`config.mk`:
```
export PLATFORM = sky130hd
export DESIGN_NAME = link_frame_scheduler
export DESIGN_NICKNAME = d
export VERILOG_FILES = /design/src/rtl/link_frame_scheduler.sv
export SDC_FILE = /design/constraint.sdc
export NUM_CORES = 1
export LEC_CHECK = 0
export ABC_AREA = 0
export CORE_UTILIZATION = 35
export CTS_BUF_LIST = sky130_fd_sc_hd__clkbuf_8
export DETAILED_ROUTE_END_ITERATION = 10
export RECOVER_POWER = 50
export SLEW_MARGIN = 40
export SYNTH_ARGS = -nofsm -noshare
export SYNTH_HDL_FRONTEND = slang
export SYNTH_SLANG_ARGS = --single-unit
```
`constraint.sdc`:
```
create_clock -name clk -period 2.4 [get_ports clk]
set_clock_uncertainty 0.2 [all_clocks]
set_input_delay 0.36 -clock clk [delete_from_list [all_inputs] [get_ports clk]]
set_output_delay 0.36 -clock clk [all_outputs]
set_load 0.03 [all_outputs]
```
`src/rtl/link_frame_scheduler.sv`:
```
// Round-robin two-channel frame sender for a dual-rail, four-phase return-to-zero link.
// Define LINK_FRAME_PARITY_EN to insert a parity bit (ch ^ cmd) after the command bit.
module link_frame_scheduler #(
  parameter int unsigned SYNC_STAGES = 2,
  parameter int unsigned ACK_TIMEOUT = 1023,
  parameter int unsigned TO_W        = 10
) (
  input  logic clk,
  input  logic reset,
  input  logic ch1_req,
  input  logic ch1_up,
  input  logic ch2_req,
  input  logic ch2_up,
  input  logic ack,
  output logic ch1_grant,
  output logic ch2_grant,
  output logic bit0_out,
  output logic bit1_out,
  output logic busy,
  output logic frame_done,
  output logic err
);

`ifdef LINK_FRAME_PARITY_EN
  localparam int unsigned FRAME_LEN = 7;
`else
  localparam int unsigned FRAME_LEN = 6;
`endif
  localparam int unsigned IDX_W = 3;
  localparam logic [IDX_W-1:0] LAST_IDX = IDX_W'(FRAME_LEN - 1);
  localparam logic [TO_W-1:0]  TO_LAST  = TO_W'(ACK_TIMEOUT - 1);
  localparam logic             TO_EN    = 1'(ACK_TIMEOUT != 0);

  localparam logic [2:0] S_IDLE  = 3'd0;
  localparam logic [2:0] S_WAIT0 = 3'd1;
  localparam logic [2:0] S_DRIVE = 3'd2;
  localparam logic [2:0] S_RTZ   = 3'd3;
  localparam logic [2:0] S_ABORT = 3'd4;

  logic [SYNC_STAGES-1:0] r_sync;
  logic [2:0]             r_state;
  logic [IDX_W-1:0]       r_idx;
  logic [TO_W-1:0]        r_to_cnt;
  logic                   r_ch, r_cmd, r_last_grant;
  logic                   r_g1, r_g2, r_b0, r_b1, r_busy, r_done, r_err;

  logic [2:0]             w_state_nx;
  logic [IDX_W-1:0]       w_idx_nx;
  logic [TO_W-1:0]        w_to_nx;
  logic                   w_ch_nx, w_cmd_nx, w_last_nx;
  logic                   w_g1_nx, w_g2_nx, w_b0_nx, w_b1_nx, w_busy_nx, w_done_nx, w_err_nx;
  logic                   w_ack_s, w_to_hit, w_win, w_rail;

  // Value of frame bit idx for the captured channel and command.
  function automatic logic frame_bit(input logic [IDX_W-1:0] idx, input logic ch, input logic cmd);
    logic b;
    b = 1'b0;
    case (idx)
      3'd0: b = 1'b1;
      3'd1: b = 1'b0;
      3'd2: b = ch;
      3'd3: b = cmd;
`ifdef LINK_FRAME_PARITY_EN
      3'd4: b = ch ^ cmd;
      3'd5: b = 1'b0;
      3'd6: b = 1'b1;
`else
      3'd4: b = 1'b0;
      3'd5: b = 1'b1;
`endif
      default: b = 1'b0;
    endcase
    return b;
  endfunction

  assign w_ack_s  = r_sync[SYNC_STAGES-1];
  assign w_to_hit = TO_EN && (r_to_cnt == TO_LAST);

  always_comb begin
    w_state_nx = r_state;
    w_idx_nx   = r_idx;
    w_to_nx    = r_to_cnt;
    w_ch_nx    = r_ch;
    w_cmd_nx   = r_cmd;
    w_last_nx  = r_last_grant;
    w_g1_nx    = 1'b0;
    w_g2_nx    = 1'b0;
    w_b0_nx    = r_b0;
    w_b1_nx    = r_b1;
    w_busy_nx  = r_busy;
    w_done_nx  = 1'b0;
    w_err_nx   = 1'b0;
    w_win      = 1'b0;
    w_rail     = 1'b0;
    case (r_state)
      S_IDLE: begin
        if (ch1_req || ch2_req) begin
          // On a tie the channel that was not granted last wins.
          w_win      = (ch1_req && ch2_req) ? ~r_last_grant : ch2_req;
          w_ch_nx    = w_win;
          w_cmd_nx   = w_win ? ch2_up : ch1_up;
          w_last_nx  = w_win;
          w_g1_nx    = ~w_win;
          w_g2_nx    = w_win;
          w_busy_nx  = 1'b1;
          w_idx_nx   = '0;
          w_to_nx    = '0;
          w_state_nx = S_WAIT0;
        end
      end
      S_WAIT0: begin
        if (!w_ack_s) begin
          w_rail     = frame_bit(r_idx, r_ch, r_cmd);
          w_b1_nx    = w_rail;
          w_b0_nx    = ~w_rail;
          w_to_nx    = '0;
          w_state_nx = S_DRIVE;
        end else if (w_to_hit) begin
          w_b0_nx    = 1'b0;
          w_b1_nx    = 1'b0;
          w_to_nx    = '0;
          w_state_nx = S_ABORT;
        end else begin
          w_to_nx = r_to_cnt + TO_W'(1);
        end
      end
      S_DRIVE: begin
        if (w_ack_s || w_to_hit) begin
          w_b0_nx    = 1'b0;
          w_b1_nx    = 1'b0;
          w_to_nx    = '0;
          w_state_nx = w_ack_s ? S_RTZ : S_ABORT;
        end else begin
          w_to_nx = r_to_cnt + TO_W'(1);
        end
      end
      S_RTZ: begin
        if (!w_ack_s) begin
          w_to_nx = '0;
          if (r_idx == LAST_IDX) begin
            w_done_nx  = 1'b1;
            w_busy_nx  = 1'b0;
            w_idx_nx   = '0;
            w_state_nx = S_IDLE;
          end else begin
            // Next bit goes straight onto the link without revisiting WAIT0.
            w_idx_nx   = r_idx + IDX_W'(1);
            w_rail     = frame_bit(r_idx + IDX_W'(1), r_ch, r_cmd);
            w_b1_nx    = w_rail;
            w_b0_nx    = ~w_rail;
            w_state_nx = S_DRIVE;
          end
        end else if (w_to_hit) begin
          w_to_nx    = '0;
          w_state_nx = S_ABORT;
        end else begin
          w_to_nx = r_to_cnt + TO_W'(1);
        end
      end
      S_ABORT: begin
        w_b0_nx = 1'b0;
        w_b1_nx = 1'b0;
        if (!w_ack_s) begin
          w_err_nx   = 1'b1;
          w_busy_nx  = 1'b0;
          w_idx_nx   = '0;
          w_to_nx    = '0;
          w_state_nx = S_IDLE;
        end
      end
      default: begin
        w_b0_nx    = 1'b0;
        w_b1_nx    = 1'b0;
        w_busy_nx  = 1'b0;
        w_idx_nx   = '0;
        w_to_nx    = '0;
        w_state_nx = S_IDLE;
      end
    endcase
  end

  // Ack synchronizer and all state; reset clears the rails without a clock edge.
  always_ff @(posedge clk or posedge reset) begin
    if (reset) begin
      r_sync       <= '0;
      r_state      <= S_IDLE;
      r_idx        <= '0;
      r_to_cnt     <= '0;
      r_ch         <= 1'b0;
      r_cmd        <= 1'b0;
      r_last_grant <= 1'b1;
      r_g1         <= 1'b0;
      r_g2         <= 1'b0;
      r_b0         <= 1'b0;
      r_b1         <= 1'b0;
      r_busy       <= 1'b0;
      r_done       <= 1'b0;
      r_err        <= 1'b0;
    end else begin
      r_sync       <= {r_sync[SYNC_STAGES-2:0], ack};
      r_state      <= w_state_nx;
      r_idx        <= w_idx_nx;
      r_to_cnt     <= w_to_nx;
      r_ch         <= w_ch_nx;
      r_cmd        <= w_cmd_nx;
      r_last_grant <= w_last_nx;
      r_g1         <= w_g1_nx;
      r_g2         <= w_g2_nx;
      r_b0         <= w_b0_nx;
      r_b1         <= w_b1_nx;
      r_busy       <= w_busy_nx;
      r_done       <= w_done_nx;
      r_err        <= w_err_nx;
    end
  end

  assign ch1_grant  = r_g1;
  assign ch2_grant  = r_g2;
  assign bit0_out   = r_b0;
  assign bit1_out   = r_b1;
  assign busy       = r_busy;
  assign frame_done = r_done;
  assign err        = r_err;

endmodule

```
==> Word level (Yosys, flattened, before mapping) <==
Index checks and enable logic that the tools add are counted.
{ "totals": {"reg_bits": 28, "word_cells": 108} }
{ "op_classes": {"mux": 52, "n_bitwise": 6, "reduce_logical": 16, "eq_ne": 18, "n_addsub": 2} }
{ "ops": {"columns": ["operator", "n"], "rows": [
  ["10-bit two-way mux", 5],
  ["10-bit case mux with 4 select lines", 1],
  ["3-bit two-way mux", 10],
  ["1-bit two-way mux", 28],
  ["3-bit by 2-bit == test with 1-bit output (second input constant)", 6],
  ["3-bit case mux with 5 select lines", 1],
  ["2-bit inequality test (second input constant)", 6],
  ["1-bit case mux with 4 select lines", 3],
  ["3-bit case mux with 4 select lines", 1],
  ["10-bit by 1-bit adder with 10-bit output (second input constant)", 1],
  ["10-bit == test (second input constant)", 1],
  ["5-bit AND reduction", 2],
  ["3-bit == test (second input constant)", 3],
  ["3-bit logical NOT", 3],
  ["2-bit OR reduction", 4],
  ["1-bit inverter", 6],
  ["1-bit case mux with 3 select lines", 2],
  ["2-bit AND reduction", 2],
  ["4-bit AND reduction", 1],
  ["3-bit by 1-bit adder with 3-bit output (second input constant)", 1],
  ["3-bit by 1-bit == test with 1-bit output (second input constant)", 1],
  ["3-bit inequality test (second input constant)", 1],
  ["3-bit AND reduction", 1],
  ["1-bit logical OR", 2],
  ["2 further kinds", 2]
]} }

==> Depth between registers and ports, before layout <==
Gate-level depths: netlist of the first run.
{ "depth": {"word_depth": 11, "depth_mapped": 6} }

==> Least setup slack after synthesis of the first run <==
Ideal clock, no wire load.
{ "synth_timing": {"path_type": "reg-to-reg", "from": "register r_idx[1]", "to": "register r_b1, in the netlist bit1_out", "setup_slack_ps": 378, "path_buffers": 0, "period_less_slack_ps": 2022, "stages_incl_launch_ff": 7, "arrival_ps": 1694, "required_ps": 2072, "cell_sequence": "dfrtp_1 and2_1 ha_1 o211a_1 a311oi_1 o22ai_1 mux2_1"} }
{ "synth_via": {"elab_chain_len": 10, "word_cells_on_any_way": 24} }
{ "synth_rtl": {"columns": ["item", "line", "rtl"], "rows": [
  ["start, declared", "42", "logic [IDX_W-1:0] r_idx;"],
  ["start signal, assigned", "202", "r_idx <= w_idx_nx;"],
  ["3-bit by 1-bit adder with 3-bit output", "148", "w_rail = frame_bit(r_idx + IDX_W'(1), r_ch, r_cmd);"],
  ["3-bit == test or 3-bit logical NOT (tied branches)", "58", "case (idx)"],
  ["2-bit OR reduction (no line)", null, null],
  ["1-bit case mux with 3 select lines", "58", null],
  ["1-bit two-way mux", "140", "if (r_idx == LAST_IDX) begin"],
  ["1-bit two-way mux", "138", "if (!w_ack_s) begin"],
  ["1-bit two-way mux", "95", "case (r_state)"],
  ["1-bit two-way mux", "140", null],
  ["1-bit two-way mux", "138", null],
  ["1-bit case mux with 4 select lines", "95", null],
  ["end signal, assigned", "210", "r_b1 <= w_b1_nx;"],
  ["end, declared", "45", "logic r_g1, r_g2, r_b0, r_b1, r_busy, r_done, r_err;"]
]} }
Parallel ways exist; a longest one is shown, timed or not. The select of a mux whose other input is x is not followed.
A chain may end at the register's enable or synchronous reset.

==> Worst setup path in the final report of the first run <==
Ends and elaborated chain as after synthesis.

==> results.tsv, run 1 <==
stage	metric	value	unit
die	start_util	36.7	%
timing	rsz0062_at_grt	false	
timing	tightest_slew	1.52	ns
global_routing	grt_max_degree	29	
synth	synth.avg_cell_area	10.1	µm²
detailed_routing	wl_met3	100	µm
synth	synth_most_common_cell	dfrtp_1	
place	io_buffers	13	
detailed_routing	routedWlPerCell	13.6	µm
setup_path	criticalPathCategory	flop to flop	
detailed_routing	first_pass_iters	4	
cts	clk_pin_slew	0.11	ns
global_routing	grt_pass1_vias	1182	
setup_path	r2r_start	r_idx[1]$_DFFE_PP0P_	
layout	antenna_cells	0	
global_routing	gr-total-overflow	0	
cts	clock-sinks	28	
synth	synth_seq_area_share	43.4	%
timing	max-slew-margin-rel	-1.63	%
power_and_ir_drop	p_per_area	946	nW/µm²
synth	synth_nets	170	
timing	fmax	445	MHz
global_routing	antenna_found_initial	0	
synth	synthArstFlopShare	100	%
timing	slew_violations	29	
layout	register_area	702	µm²
synth	synthCells	160	
setup_path	rrSetupSlack	0.15	ns
layout	multi_input_area	827	µm²
detailed_routing	m1WireLength	1500	µm
synth	synth_cell_types	54	
setup_path	cp_data_required_time	2.37	ns
cts	cts_tree	done	
synth	synth_edf_count	0	
global_routing	track_usage	14.2	%
detailed_routing	wl_met2	1480	µm
timing	tns	0	ns
detailed_routing	drt-total-wl	3090	µm
cts	numCtsBuffers	3	
detailed_routing	dr.max_layer_used	met4	
synth	syn_area	1620	µm²
timing	fin_crit_sh	93.6	%
outcome	outcome	complete, but fails checks	
run	drv_cap	1	
layout	n_fill_cell	431	
min_path	hold_class	flop to flop	
synth	synth_top_area_share	41.7	%
place	place.gp.congestion	0.774	
cts	cts.repair.resized	0	
die	io_pins	14	
setup_path	cp-start-kind	flop	
detailed_routing	drt_iter0_drc	107	
layout	syn2layout_area_growth	15.1	%
synth	synth_top_flop_cell	dfrtp_1	
cts	ctsRootBufferMaster	clkbuf_8	
detailed_routing	ant_nets	0	
timing	hold_violations	0	
detailed_routing	drcViolationCount	0	
setup_path	cp-end-kind	flop	
setup_path	ff2ff_path_depth	6	
place	place_hpwl	2260	µm
setup_path	worstPathMaxFanout	8	
synth	ys_ff_latch	28	
die	dieArea	4900	µm²
cts	clockBufferDepth	2	
timing	setup-violations-final	0	
die	core	4410	µm²
power_and_ir_drop	leakagePower	0.751	nW
cts	cts_max_level	1	
layout	utilization	42.2	%
timing	finalCriticalPeriod	2.25	ns
outcome	violations	max-capacitance violations, max-slew violations	
detailed_routing	num_vias	1267	
cts	ctsHoldBuffers	0	
synth	synth_common_cells	27 x dfrtp_1, 16 x nand2_1, 12 x a21oi_1	
die	fp.dieW	70.0	µm
synth	synth_area_leaders	dfrtp_1 42%, a21oi_1 3.7%, nand2_1 3.7%	
detailed_routing	routed_via_density	5.56	
synth	yosysWarnings	0	
layout	nNetsFinal	187	
power_and_ir_drop	ir_drop	0.000449	V
min_path	whs_path_depth	0	
die	fp.dieH	70.0	µm
synth	yosys.area.top_type	dfrtp_1	
global_routing	grt_pass1_wl	5640	µm
cts	clk-insertion-delay-late	0.28	ns
min_path	hold_end	r_sync[1]$_DFF_PP0_	
die	rows	24	
setup_path	r2r-end	bit1_out$_DFFE_PP0P_	
layout	final_layout_size_suffix_gt1_share	18.2	%
cts	postCtsSetupBuffers	0	
setup_path	worstPathArrival	2.22	ns
min_path	min_from	r_sync[0]$_DFF_PP0_	
==> power breakdown <==
part | total [mW] | switching [mW] | leakage, nW | internal, mW
clock network | 0.375 | 0.152 | 0.0357 | 0.223
registers | 0.725 | 0.150 | 0.367 | 0.574
logic | 0.662 | 0.360 | 0.349 | 0.302
total | 1.76 | 0.662 | 0.751 | 1.10
==> through the flow <==
stage	std cells	total power, mW	hold WS, ns	area, µm²	setup WS [ns]
after global placement	224	1.37	0.132	1800	0.232
after detailed placement	224	1.40	0.145	1800	0.191
final	228	1.76	0.160	1860	0.155
after floorplan	160	1.23	0.131	1620	0.378
after global routing	228	1.89	0.173	1860	0.0267
after CTS	228	1.78	0.167	1870	0.177
==> cell families after synthesis <==
kind of cell | Yosys count | synth area share, %
AOI/OAI and AO/OA | 46 | 21.3
adders and majority gates | 3 | 2.32
buffers and inverters | 15 | 5.56
DFF | 28 | 43.4
muxes | 4 | 2.86
and+or+nand+nor | 64 | 24.6
==> flip-flops by register name, summed over array words and instances, names as in the netlist <==
name,count
busy,1
bit1_out,1
frame_done,1
r_state,3
ch1_grant,1
r_last_grant,1
err,1
r_ch,1
r_to_cnt,10
r_sync,2
bit0_out,1
ch2_grant,1
r_idx,3
r_cmd,1
==> worst max-delay path by stage <==
stage / from / endpoint / cells past startpoint
5_1_grt: r_idx[1]$_DFFE_PP0P_ / bit1_out$_DFFE_PP0P_ / 6
2_1_floorplan: r_idx[1]$_DFFE_PP0P_ / bit1_out$_DFFE_PP0P_ / 6
3_5_place_dp: ch2_req / r_to_cnt[6]$_DFFE_PP0P_ / 6
6_report: r_idx[1]$_DFFE_PP0P_ / bit1_out$_DFFE_PP0P_ / 6
3_3_place_gp: ch1_req / r_to_cnt[8]$_DFFE_PP0P_ / 6
4_1_cts: r_idx[1]$_DFFE_PP0P_ / bit1_out$_DFFE_PP0P_ / 6
==> worst max-delay path, stage by stage, from the launching register on <==
cell and delay [ns]:
dfrtp_1 0.46, and2_1 0.19, ha_1 0.33, o211a_1 0.14, a311oi_1 0.34, o22ai_1 0.15, mux2_1 0.32
==> layout make-up <==
type | count | share of cell area (%)
Clock inverter | 1 | 1.61
Multi-Input combinational cell | 117 | 44.4
Sequential cell | 28 | 37.7
Tap cell | 52 | 3.49
Inverter | 9 | 1.81
Timing Repair Buffer | 18 | 8.80
Clock buffer | 3 | 2.22
==> layout by cell type (no fill, tap or decap), types with 2 or more instances in the layout <==
| master | instances |
|---|---|
| nor3_1 | 6 |
| nand3_1 | 4 |
| clkdlybuf4s50_1 | 12 |
| ha_1 | 3 |
| and2_1 | 3 |
| o21ai_2 | 4 |
| a31oi_1 | 2 |
| nor4_1 | 2 |
| nor2b_1 | 3 |
| a21oi_1 | 12 |
| nand4_1 | 3 |
| or4_1 | 5 |
| buf_4 | 4 |
| clkbuf_8 | 3 |
| o31ai_1 | 4 |
| dfrtp_1 | 27 |
| or3_2 | 5 |
| inv_1 | 8 |
| mux2i_1 | 2 |
| a21oi_2 | 2 |
| nor2_1 | 5 |
| o21ai_0 | 7 |
| nand3b_1 | 2 |
| nand2_1 | 16 |
==> per-layer routing <==
metal | GRT usage, % | vias up
li1 | - | 636
met1 | 19.6 | 612
met2 | 22.6 | 17
met3 | 3.61 | 2
met4 | 2.67 | 0
met5 | 0 | -
Power figures use the tool's default switching activity.
==> run 2, diff against run 1 <==
--- a/config.mk
+++ b/config.mk
@@ -9,6 +9,7 @@
 export CORE_UTILIZATION = 35
 export CTS_BUF_LIST = sky130_fd_sc_hd__clkbuf_8
 export DETAILED_ROUTE_END_ITERATION = 10
+export HOLD_SLACK_MARGIN = 0.03
 export RECOVER_POWER = 50
 export SLEW_MARGIN = 40
 export SYNTH_ARGS = -nofsm -noshare
==> results of run 2 <==
Final layout, timing and power as in run 1 (identical DEF).
